File: config.mk
export PLATFORM = sky130hd
export DESIGN_NAME = rr_arbiter
export DESIGN_NICKNAME = d
export VERILOG_FILES = /design/src/rtl/rr_arbiter.sv
export SDC_FILE = /design/constraint.sdc
export NUM_CORES = 1
export LEC_CHECK = 0
export CAP_MARGIN = 20
export CORE_AREA = 2 2 39 41
export CTS_CLUSTER_DIAMETER = 40
export CTS_CLUSTER_SIZE = 24
export DETAILED_ROUTE_END_ITERATION = 10
export DIE_AREA = 0 0 41 43
export GPL_ROUTABILITY_DRIVEN = 0
export MAX_ROUTING_LAYER = met4
export PLACE_DENSITY = 0.81
export SYNTH_ARGS = -nofsm -noshare
export SYNTH_HDL_FRONTEND = slang
export SYNTH_SLANG_ARGS = --single-unit
File: constraint.sdc
create_clock -name clk -period 4.6 [get_ports clk]
set_clock_uncertainty 0.05 [all_clocks]
set_input_delay 0.92 -clock clk [delete_from_list [all_inputs] [get_ports clk]]
set_output_delay 0.92 -clock clk [all_outputs]
set_load 0.02 [all_outputs]
File: src/rtl/rr_arbiter.sv
// Four-requester round-robin arbiter with session hold: the owner keeps its grant
// until it drops its request or signals end of session; the last winner gets lowest priority.
module rr_arbiter (
    input  logic       clk,
    input  logic       rst_an,
    input  logic [3:0] req,
    input  logic       session_is_finished,
    output logic [3:0] grant
);

    logic [3:0] r_grant;
    logic [1:0] r_rotate_ptr;

    logic [3:0] w_shift_req;
    logic [3:0] w_shift_grant;
    logic [1:0] w_shift_idx;
    logic [3:0] w_arb_grant;
    logic [1:0] w_win_idx;
    logic       w_arb_valid;
    logic       w_arbitrate;

    // Rotate requests so that the highest-priority requester lands on bit 0.
    always_comb begin
        w_shift_req = '0;
        for (int k = 0; k < 4; k++) begin
            w_shift_req[k] = req[2'(r_rotate_ptr + 2'(k))];
        end
    end

    always_comb begin
        w_shift_grant = '0;
        w_shift_idx   = '0;
        w_arb_valid   = 1'b0;
        for (int k = 3; k >= 0; k--) begin
            if (w_shift_req[k]) begin
                w_shift_grant = 4'b0001 << k;
                w_shift_idx   = 2'(k);
                w_arb_valid   = 1'b1;
            end
        end
    end

    always_comb begin
        w_arb_grant = '0;
        for (int k = 0; k < 4; k++) begin
            w_arb_grant[2'(r_rotate_ptr + 2'(k))] = w_shift_grant[k];
        end
        w_win_idx = r_rotate_ptr + w_shift_idx;
    end

    // An idle arbiter also has no owner request, so one term covers idle and release.
    assign w_arbitrate = ~|(r_grant & req) | session_is_finished;

    always_ff @(posedge clk or posedge rst_an) begin
        if (rst_an) begin
            r_grant      <= '0;
            r_rotate_ptr <= '0;
        end else if (w_arbitrate) begin
            r_grant <= w_arb_grant;
            if (w_arb_valid) begin
                r_rotate_ptr <= w_win_idx + 2'd1;
            end
        end
    end

    assign grant = r_grant;

endmodule

==> impl_metrics.py <==
metrics = {
    "timing": {
        "tns_ns": 0,
        "finalCritPeriodShare": 0.656,
        "drv_slew": 0,
        "hold_ws_ns": 0.541,
        "setup_viol": 0,
        "relSlewSlack": 0.736,
        "final-hold-violation-count": 0,
        "tightest_slew_ns": 0.396,
        "max_freq_mhz": 332,
        "rsz0062_at_grt": "no",
        "timing.final.crit_period_ns": 3.02,
    },
    "power_and_ir_drop": {
        "peakVddDrop_uv": 367,
        "seqPwrFrac": 0.196,
        "swShare": 0.478,
        "power.static_leakage_uw": 0.000346,
        "power_density_nw_per_um2": 731,
        "clkPwrFrac": 0.084,
        "p_comb_frac": 0.720,
        "internal-power_uw": 321,
        "p_total_uw": 614,
        "p_switching_uw": 293,
    },
    "routing": {
        "firstDrtPassIters": 4,
        "postRouteAntennaNets": 0,
        "drc": 0,
        "num_vias": 646,
        "wl_mm": 1.65,
        "wl_per_cell_microns": 17.0,
        "routed_via_density": 6.66,
        "drt_iter0_drc": 16,
    },
    "worst_setup_path": {
        "rr_startpoint": "r_rotate_ptr[0]$_DFFE_PP0P_",
        "crit_required_ns": 4.72,
        "r2r_slack_ns": 1.88,
        "endpoint_kind": "flop",
        "crit_path_cell_trace": "clkdlybuf4s50_1 -> mux4_1 -> o21bai_1 -> ha_1 -> o21bai_1 -> or3_1 -> o2111ai_1",
        "cp-start-kind": "input port",
        "rr_worst_depth": 9,
        "path_common_cell": "o21bai_1",
        "cpPeakStageDelay_ns": 0.74,
        "critPathKind": "input port to flop",
        "path_max_fanout": 13,
        "slowest_stage": "mux4_1",
        "r2r-end": "r_rotate_ptr[1]$_DFFE_PP0P_",
        "cp.arrival_ns": 3.13,
    },
    "clock_network": {
        "clkTransAtPathRegs_ns": 0.05,
        "clock_sinks": 6,
        "cts_tree": "built",
        "htreeDepth": 1,
        "worstSkewPairLatency_ns": 0.25,
        "cts_setup_buffers": 0,
        "ctsRootBufferMaster": "clkbuf_4",
        "clk_path_buf_depth": 2,
        "numCtsBuffers": 3,
        "hold_buffers": 0,
        "cts-resized-gates": 0,
    },
    "global_routing": {
        "grt_max_degree": 14,
        "grt_pass1_wl_mm": 2.56,
        "grt_pass1_vias": 580,
        "grt_usage": 0.222,
        "antenna_found_initial": 0,
        "grt-ovfl-total": 0,
    },
    "synth": {
        "synthCells": 70,
        "synth_top_area_share": 0.211,
        "synth-seq-cells": 6,
        "synth_warnings": 0,
        "yosysMostFrequentCell": "ha_1",
        "synth_flop_cell": "dfrtp_1",
        "synth_top_cell_by_area": "dfrtp_1",
        "syn-cell-area_sq_um": 712,
        "synth-edff-count": 0,
        "synth_cell_types": 28,
        "syn-num-nets": 85,
        "synth_seq_area_share": 0.211,
        "synthArstFlopShare": 1.00,
        "syn_avg_cell_area_sq_um": 10.2,
        "synthTopCellsByCount": "ha_1 (8), dfrtp_1 (6), nand3b_1 (6)",
        "ys_top_cells_by_area": "dfrtp_1 (21%), ha_1 (14%), mux4_1 (7.4%), mux4_2 (6.3%), nand3b_1 (6.3%)",
    },
    "hold_path": {
        "hold_depth": 2,
        "worstHoldPathType": "flop to flop",
        "hp-start": "grant[1]$_DFFE_PP0P_",
        "hold_end": "grant[1]$_DFFE_PP0P_",
    },
    "floorplanning": {
        "pin_count": 11,
        "start_util": 0.514,
        "rows": 14,
        "core_sq_um": 1380,
        "die_h_microns": 43,
        "die_w_microns": 41,
        "die-area_sq_um": 1760,
    },
    "outcome": {
        "status": "completed",
    },
    "finish": {
        "antennaDiodeCount": 0,
        "layout.nets": 98,
        "drive_gt1_frac": 0.0741,
        "syn_to_final_growth_pct": 17.9,
        "fillCellCount": 117,
    },
    "job": {
        "max-cap-violations": 0,
    },
    "place": {
        "port_buffers": 10,
        "hpwl_mm": 1.24,
    },
}
## sequential cells by signal, summed over array words and instances, names as in the netlist
signal / flops
r_rotate_ptr: 2
grant: 4
## stage by stage
step	worst slack [ns]	instance area, sq um	instances	utilization
2_1_floorplan	1.96	712	70	-
3_3_place_gp	1.39	817	94	0.590
3_5_place_dp	1.32	817	94	0.590
4_1_cts	1.59	840	97	0.607
5_1_grt	1.46	840	97	0.607
6_report	1.58	840	97	0.607
## layout by cell type, fill, tap and decap left out
cell type        Yosys  layout
clkdlybuf4s50_1      0      10
ha_1                 8       8
nand3b_1             6       6
dfrtp_1              6       6
nor2_1               5       5
a21oi_1              4       4
and3b_1              4       4
inv_1                3       3
o21ai_0              3       3
nand4b_1             3       3
a31oi_1              3       3
clkbuf_4             0       3
a22oi_1              2       2
mux4_1               2       2
mux4_2               2       2
o21bai_1             2       2
a311o_1              2       2
a211oi_1             2       2
o21a_1               2       2
a21o_1               1       1
o311ai_0             1       1
or3_1                1       1
o2111ai_1            1       1
a41oi_1              1       1
mux2i_1              1       1
or4b_4               1       1
nor2b_1              1       1
a211o_1              1       1
## power by group through the flow
stage | Combinational (uW) | Clock [uW] | Sequential [uW]
2_1_floorplan | 331 | 0 | 125
3_3_place_gp | 429 | 0 | 118
3_5_place_dp | 434 | 0 | 121
4_1_cts | 440 | 51.2 | 120
5_1_grt | 483 | 53.0 | 126
6_report | 442 | 51.5 | 120
## routing by layer
layer	part of all wire	track usage
met3	0.033	0.0628
met1	0.45	0.278
met2	0.49	0.328
met5	0	-
met4	0.020	0.0867
## worst max-delay path, delay by kind of cell
family	cells	cell delay (ns)
adders and majority gates	1	0.18
AOI/OAI and AO/OA	3	0.47
buffers and inverters	1	0.49
and+or+nand+nor	1	0.31
muxes	1	0.74
## cell type report
class	count	area (sq um)	area share
well taps	16	20.0	0.0238
multi-input cells	59	536	0.638
flip-flops and latches	6	150	0.179
inverters	3	11.3	0.0134
clock buffers	3	22.5	0.0268
repair buffers	10	100	0.119
## worst max-delay path by stage
stage          slack, ns                     endpoint   start  depth (start not counted)
6_report            1.58  r_rotate_ptr[1]$_DFFE_PP0P_  req[2]                          7
5_1_grt             1.46  r_rotate_ptr[1]$_DFFE_PP0P_  req[2]                          8
4_1_cts             1.59  r_rotate_ptr[1]$_DFFE_PP0P_  req[2]                          7
3_5_place_dp        1.32  r_rotate_ptr[1]$_DFFE_PP0P_  req[2]                          7
3_3_place_gp        1.39  r_rotate_ptr[1]$_DFFE_PP0P_  req[2]                          7
2_1_floorplan       1.96  r_rotate_ptr[1]$_DFFE_PP0P_  req[2]                          7
## cell families after synthesis
kind of cell,Yosys count,share of synthesized area
AND/OR/NAND/NOR,21,0.213
adder cells (fa/ha/maj),8,0.141
buffers and inverters,5,0.0369
flip-flops,6,0.211
multiplexers,5,0.151
AO/OA/AOI/OAI,25,0.248
Note: power is estimated with default switching activity, not from simulation.
==> RTL change, RTL diff (same settings) <==
Make the reset (`rst_an`) synchronous in one clocked block.
--- a/src/rtl/rr_arbiter.sv
+++ b/src/rtl/rr_arbiter.sv
@@ -51,7 +51,7 @@
     // An idle arbiter also has no owner request, so one term covers idle and release.
     assign w_arbitrate = ~|(r_grant & req) | session_is_finished;
 
-    always_ff @(posedge clk or posedge rst_an) begin
+    always_ff @(posedge clk) begin
         if (rst_an) begin
             r_grant      <= '0;
             r_rotate_ptr <= '0;
Function: differs if rst_an is asserted again (counterexample within 4 cycles, from zero or initial values and one cycle with rst_an high); with rst_an held inactive, the same outputs for 10 cycles.
==> RTL change against the unedited design <==
Final area increased by 0.45%. Worst setup slack better by 0.0071 ns. Area after synthesis is 5.4% higher. Critical endpoint is now grant[3]. Fmax increased by 0.24%. Sequential cell count unchanged. Routed wire length decreased by 5.7%. Combinational power shrank 20%. Power shrank 16%. Critical path depth fell by 2. Synthesized cell count up 20%.
==> RTL change: results (changes against the unedited design) <==
Status: completed (unchanged)
Total sequential power: 0.113 mW (was 0.120 mW)
Worst slack, placed: 1.346 ns (was 1.318 ns)
Comb pwr share: 0.685 (was 0.720)
Placed wire-length estimate: 1173 um (was 1238 um)
Final Non-Filler Cells: 107 (was 97)
Switching power: 0.2414 mW (was 0.2932 mW)
Share of cells above drive strength 1: 0.1209 (was 0.07407)
Cell total after placement: 104 (was 94)
DP Area: 820.8 um^2 (was 817.0 um^2)
Largest net degree at the start of global routing: 15 (was 14)
Critical path's largest stage delay: 0.63 ns (was 0.74 ns)
Number of global-route vias before repair: 584 (was 580)
Met2 Track Usage GR: 0.2875 (was 0.3281)
Post-synthesis cell type count: 34 (was 28)
CP max FO: 11 (was 13)
Post-Route WL: 1555 um (was 1649 um)
Crit path arrival time: 3.12 ns (was 3.13 ns)
Global-route track usage on met1: 0.2876 (was 0.2781)
Beginning of the worst hold path: grant[1] (unchanged)
Syn_nets: 99 (was 85)
Synth Instances: 84 (was 70)
Total Routing Usage GR: 0.2048 (was 0.2222)
Initial DRC count: 37 (was 16)
DRT Pass-1 Iters: 5 (was 4)
Routed wl met2: 745 um (was 814 um)
Final Critical Period: 3.008 ns (was 3.015 ns)
R2r endpoint: r_rotate_ptr[1] (unchanged)
## RTL change: kinds of logic (layout without fill, tap and decap cells)
| group | Yosys count | count (layout) | share of synthesized area |
|---|---|---|---|
| AO/OA/AOI/OAI | 25 | 25 | 0.2433 |
| multiplexers | 5 | 5 | 0.1383 |
| buffers and inverters | 14 | 21 | 0.1067 |
| adder cells (fa/ha/maj) | 8 | 8 | 0.1333 |
| XOR/XNOR | 1 | 1 | 0.01167 |
| AND/OR/NAND/NOR | 25 | 25 | 0.2067 |
| flip-flops | 6 | 6 | 0.1600 |
## RTL change: layout make-up
cell class | instances | area (um^2) | area share
multi-input cells | 64 | 550.5 | 0.6528
flip-flops and latches | 6 | 120.1 | 0.1424
repair buffers | 10 | 100.1 | 0.1187
inverters | 8 | 30.03 | 0.03561
clock buffers | 3 | 22.52 | 0.02671
well taps | 16 | 20.02 | 0.02374
